`src/rtl/hazard_unit.sv`:
```
// Pipeline hazard/control unit: stage enables, flushes, PC select, D-cache wait and halt FSM.
// Optional HAZARD_FWD_EN enables forwarding selects; otherwise RAW hazards stall.
module hazard_unit #(
    parameter int STALL_CNT_W = 16
) (
    input  logic                   CLK,
    input  logic                   nRST,
    input  logic                   ihit,
    input  logic                   dhit,
    input  logic [4:0]             id_rs,
    input  logic [4:0]             id_rt,
    input  logic [4:0]             ex_WrDest,
    input  logic                   ex_RegWr,
    input  logic                   ex_MemtoReg,
    input  logic [4:0]             mem_WrDest,
    input  logic                   mem_RegWr,
    input  logic                   mem_MemRd,
    input  logic                   mem_MemWr,
    input  logic                   mem_beq,
    input  logic                   mem_bne,
    input  logic                   mem_zero,
    input  logic                   mem_jump,
    input  logic                   mem_jreg,
    input  logic                   wb_Halt,
    output logic                   pc_en,
    output logic [1:0]             pc_sel,
    output logic                   ifid_en,
    output logic                   idex_en,
    output logic                   exmem_en,
    output logic                   memwb_en,
    output logic                   ifid_flush,
    output logic                   idex_flush,
    output logic                   exmem_flush,
    output logic [1:0]             fwd_a,
    output logic [1:0]             fwd_b,
    output logic                   halt,
    output logic [STALL_CNT_W-1:0] stall_cnt
);

    typedef enum logic [1:0] {RUN, DWAIT, HALTED} state_t;

    localparam logic [STALL_CNT_W-1:0] CNT_ONE = 1;

    state_t state, next_state;
    logic   count_evt;
    logic   freeze;
    logic   memop, taken, load_use, raw_stall;
    logic   ex_hit_rs, ex_hit_rt, mem_hit_rs, mem_hit_rt;
    logic [1:0] fwd_rs, fwd_rt;

    // Producers with destination $0 never create a hazard.
    assign ex_hit_rs  = ex_RegWr  && (ex_WrDest  != '0) && (ex_WrDest  == id_rs);
    assign ex_hit_rt  = ex_RegWr  && (ex_WrDest  != '0) && (ex_WrDest  == id_rt);
    assign mem_hit_rs = mem_RegWr && (mem_WrDest != '0) && (mem_WrDest == id_rs);
    assign mem_hit_rt = mem_RegWr && (mem_WrDest != '0) && (mem_WrDest == id_rt);

    assign memop    = mem_MemRd | mem_MemWr;
    assign taken    = (mem_beq & mem_zero) | (mem_bne & ~mem_zero) | mem_jump | mem_jreg;
    assign load_use = ex_MemtoReg & (ex_hit_rs | ex_hit_rt);

`ifdef HAZARD_FWD_EN
    // EX/MEM producer (MEM stage) wins; the EX-stage producer supplies the MEM/WB path.
    assign fwd_rs    = mem_hit_rs ? 2'd1 : (ex_hit_rs ? 2'd2 : 2'd0);
    assign fwd_rt    = mem_hit_rt ? 2'd1 : (ex_hit_rt ? 2'd2 : 2'd0);
    assign raw_stall = load_use;
`else
    assign fwd_rs    = 2'd0;
    assign fwd_rt    = 2'd0;
    assign raw_stall = load_use | ex_hit_rs | ex_hit_rt | mem_hit_rs | mem_hit_rt;
`endif

    always_comb begin
        next_state  = state;
        count_evt   = 1'b0;
        freeze      = 1'b0;
        pc_en       = 1'b1;
        pc_sel      = 2'd0;
        ifid_en     = 1'b1;
        idex_en     = 1'b1;
        exmem_en    = 1'b1;
        memwb_en    = 1'b1;
        ifid_flush  = 1'b0;
        idex_flush  = 1'b0;
        exmem_flush = 1'b0;
        fwd_a       = fwd_rs;
        fwd_b       = fwd_rt;

        if (!nRST) begin
            freeze     = 1'b1;
            fwd_a      = 2'd0;
            fwd_b      = 2'd0;
            next_state = RUN;
        end else if (state == HALTED) begin
            freeze = 1'b1;
        end else if (state == RUN && wb_Halt) begin
            freeze     = 1'b1;
            next_state = HALTED;
        end else if (memop && !dhit) begin
            freeze     = 1'b1;
            count_evt  = 1'b1;
            next_state = DWAIT;
        end else begin
            next_state = RUN;
            if (taken) begin
                pc_sel      = mem_jreg ? 2'd3 : (mem_jump ? 2'd2 : 2'd1);
                ifid_flush  = 1'b1;
                idex_flush  = 1'b1;
                exmem_flush = 1'b1;
            end else if (raw_stall) begin
                pc_en      = 1'b0;
                ifid_en    = 1'b0;
                idex_flush = 1'b1;
                count_evt  = 1'b1;
            end else if (!ihit) begin
                pc_en      = 1'b0;
                ifid_flush = 1'b1;
                count_evt  = 1'b1;
            end
        end

        if (freeze) begin
            pc_en    = 1'b0;
            ifid_en  = 1'b0;
            idex_en  = 1'b0;
            exmem_en = 1'b0;
            memwb_en = 1'b0;
        end
    end

    always_ff @(posedge CLK or negedge nRST) begin
        if (!nRST) begin
            state     <= RUN;
            halt      <= 1'b0;
            stall_cnt <= '0;
        end else begin
            state <= next_state;
            halt  <= (next_state == HALTED);
            if (count_evt && stall_cnt != '1)
                stall_cnt <= stall_cnt + CNT_ONE;
        end
    end

endmodule
```
`config.mk`:
```
export PLATFORM = sky130hd
export DESIGN_NAME = hazard_unit
export DESIGN_NICKNAME = d
export VERILOG_FILES = /design/src/rtl/hazard_unit.sv
export SDC_FILE = /design/constraint.sdc
export NUM_CORES = 1
export LEC_CHECK = 0
export ABC_AREA = 1
export BUFFER_PORTS_ARGS = -buffer_cell sky130_fd_sc_hd__buf_2
export CORE_UTILIZATION = 52
export CTS_CLUSTER_DIAMETER = 200
export DETAILED_ROUTE_END_ITERATION = 10
export GPL_TIMING_DRIVEN = 1
export HOLD_SLACK_MARGIN = 0.1
export PLACE_DENSITY = 0.9
export SLEW_MARGIN = 10
export SYNTH_ARGS = -nofsm -noshare
export SYNTH_HDL_FRONTEND = slang
export SYNTH_SLANG_ARGS = --single-unit
```
`constraint.sdc`:
```
create_clock -name CLK -period 3.8 [get_ports CLK]
set_input_delay 0.76 -clock CLK [delete_from_list [all_inputs] [get_ports CLK]]
set_output_delay 0.76 -clock CLK [all_outputs]
set_load 0.05 [all_outputs]
```
==> summary.md <==
| Metric | Value |
|---|---|
| Initial core utilization | 57.0% |
| Failing checks | DRC |
| Synth Flop Type | dfrtp_1 |
| Synth area leader | dfrtp_1 |
| Worst Skew | 0.00634 ns |
| WS Path Type | in2out |
| H-tree level count | 1 |
| Clk root buf | clkbuf_4 |
| Fin util | 68.2% |
| Post-synthesis register bit count | 19 |
| RSZ-0062 raised after global routing | false |
| Worst Setup End Kind | output port |
| Pwr per Cell Area | 327 mW/mm^2 |
| Max-slew violations | 0 |
| Synth top cells by count | nand2_1 (98), inv_1 (33), nand3_1 (30) |
| Total grt overflow | 0 |
| # setup viols final | 0 |
| Avg Inst Size Synth | 6.25 sq um |
| WP data required | 3.04 ns |
| GRT Overall Usage | 23.4% |
| Die ar. | 0.00335 sq mm |
| Vias in the first global route | 1516 |
| Cells on worst reg2reg path | 9 |
| Fin. Hold Viols | 0 |
| Std cell rows | 19 |
| CP max FO | 18 |
| # DRC | 3 |
| Clock buffer count from CTS | 3 |
| CTS tree | done |
| Die height | 57.9 microns |
| Final setup TNS | 0 ns |
| Leak | 1.27 nW |
| CTS max path bufs | 2 |
| Critical path launch point type | primary input |
| Critical Path AT | 2.09 ns |
| Routed length per placed instance | 10.1 microns |
| Peak VDD IR | 0.212 mV |
| Yosys top cell area share | 29.3% |
| Period minus WS final | 2.85 ns |
| Post-layout nets | 356 |
| Core ar. | 0.00285 sq mm |
| Number of flops mapped to enable cells by yosys | 0 |
| Most frequent cell after synthesis | nand2_1 |
| Number of DRC markers in iteration 0 | 85 |
| Crit share post-route | 75.0% |
| Initial antenna violation count | 0 |
| Number of cells produced by synthesis | 260 |
| Min Hold Slack | 0.420 ns |
| Register area share after synthesis | 29.3% |
| Hold Path Class | in2async |
| Inserted Diodes | 0 |
| Yosys warns | 0 |
| Clk sinks | 19 |
| Via density per instance | 4.86 |
| DP HPWL | 2760 microns |
| Detailed Routing Iterations Pass 1 | 7 |
| Clk Latency, worst-skew pair | 0.30 ns |
| Top achievable clock speed | 351 MHz |
| Routed WL | 3530 microns |
| Hold-fix buffers, CTS | 0 |
| Outcome | finished with violations |
| First-pass GRT wire length | 6200 microns |
| Synthesized area | 0.00163 sq mm |
| Synth cell types | 25 |
| Ys async rst share | 100% |
| Maximum number of pins on one net before global-route repair | 22 |
| Layout cells sized above 1 | 23.8% |
| Ranking of synthesized cells by area | dfrtp_1 (29%), nand2_1 (23%), nand3_1 (9.2%), inv_1 (7.6%), xnor2_1 (6.5%) |
| IO buf count | 60 |
| Postcts setup bufs | 0 |
| Number of gates resized after cts | 0 |
| Antenna-violating nets left | 0 |
| Max capacitance violation total | 0 |
| I/O pin cnt | 66 |
| Worst-path clk slew | 0.10 ns |
| Layout area overhead | 19.7% |
| Placer Congestion | 0.842 |
| Die X | 57.9 microns |
| Vias | 1701 |
metrics by stage:
| stage | instance area [sq um] | power [mW] | std cells | setup WS (ns) |
|---|---|---|---|---|
| 4_1_cts | 1950 | 0.641 | 350 | 0.950 |
| 5_1_grt | 1950 | 0.682 | 350 | 0.797 |
| 3_5_place_dp | 1920 | 0.541 | 346 | 0.953 |
| 3_3_place_gp | 1920 | 0.536 | 346 | 1.00 |
| 6_report | 1950 | 0.637 | 350 | 0.951 |
| 2_1_floorplan | 1640 | 0.469 | 263 | 0.175 |
cells by family after synthesis:
kind of cell	share of synthesized area, %
xor gates and xnor gates	10.2
other	0.231
DFF	29.3
adders and majority gates	0.770
buffers and inverters	12.9
and+or+nand+nor	42.3
AOI/OAI and AO/OA	4.31
sequential cells by signal, summed over array words and instances, names as in the netlist:
signal     flops
stall_cnt     16
state          2
halt           1
layout make-up:
cell class | instances | area [sq um]
Multi-Input combinational cell | 197 | 955
Fill cell | 250 | 907
Sequential cell | 19 | 475
Timing Repair Buffer | 61 | 308
Inverter | 38 | 143
Tap cell | 31 | 38.8
Clock buffer | 4 | 26.3
worst paths after layout:
check,start,end,slack [ns]
max,mem_WrDest[3],pc_en,0.95
max reg2reg,stall_cnt[0],stall_cnt[3],2.09
min reg2reg,stall_cnt[1],stall_cnt[1],0.56
max in group asynchronous,nRST,stall_cnt[1],3.17
min,nRST,stall_cnt[7],0.42
min in group CLK,stall_cnt[1],stall_cnt[1],0.56
where the power goes:
part	switching [mW]	total (mW)	internal [mW]
Sequential	0.0292	0.254	0.224
Clock	0.0590	0.0999	0.0409
Combinational	0.206	0.284	0.0771
Total	0.295	0.637	0.342
routing by layer:
| metal | up-vias | routed length [microns] | track usage [%] |
|---|---|---|---|
| met1 | 739 | 1620 | 28.6 |
| met3 | 5 | 144 | 3.35 |
| met4 | 0 | 38 | 7.82 |
| li1 | 909 | - | - |
| met2 | 48 | 1740 | 42.2 |
| met5 | - | 0 | 0 |
layout by cell type, fill, tap and decap left out, drive strengths merged:
cell and n:
nand2 102, buf 61, inv 38, nand3 30
nor2 26, dfrtp 19, xnor2 12, xor2 7
conb 4, clkbuf 4, nand4 3, nor3 2
a21boi 2, o21ai 2, a21oi 2, o21a 1
a31oi 1, o31ai 1, nor4 1, ha 1
worst max-delay path, stage by stage:
cell,delay (ns)
buf_2,0.12
inv_1,0.07
nand4_1,0.10
o21ai_0,0.15
inv_1,0.05
nand2_1,0.09
nand2_1,0.06
nand2_1,0.11
nand2_4,0.16
nor2_1,0.13
buf_2,0.27
(Power assumes the default switching activity.)
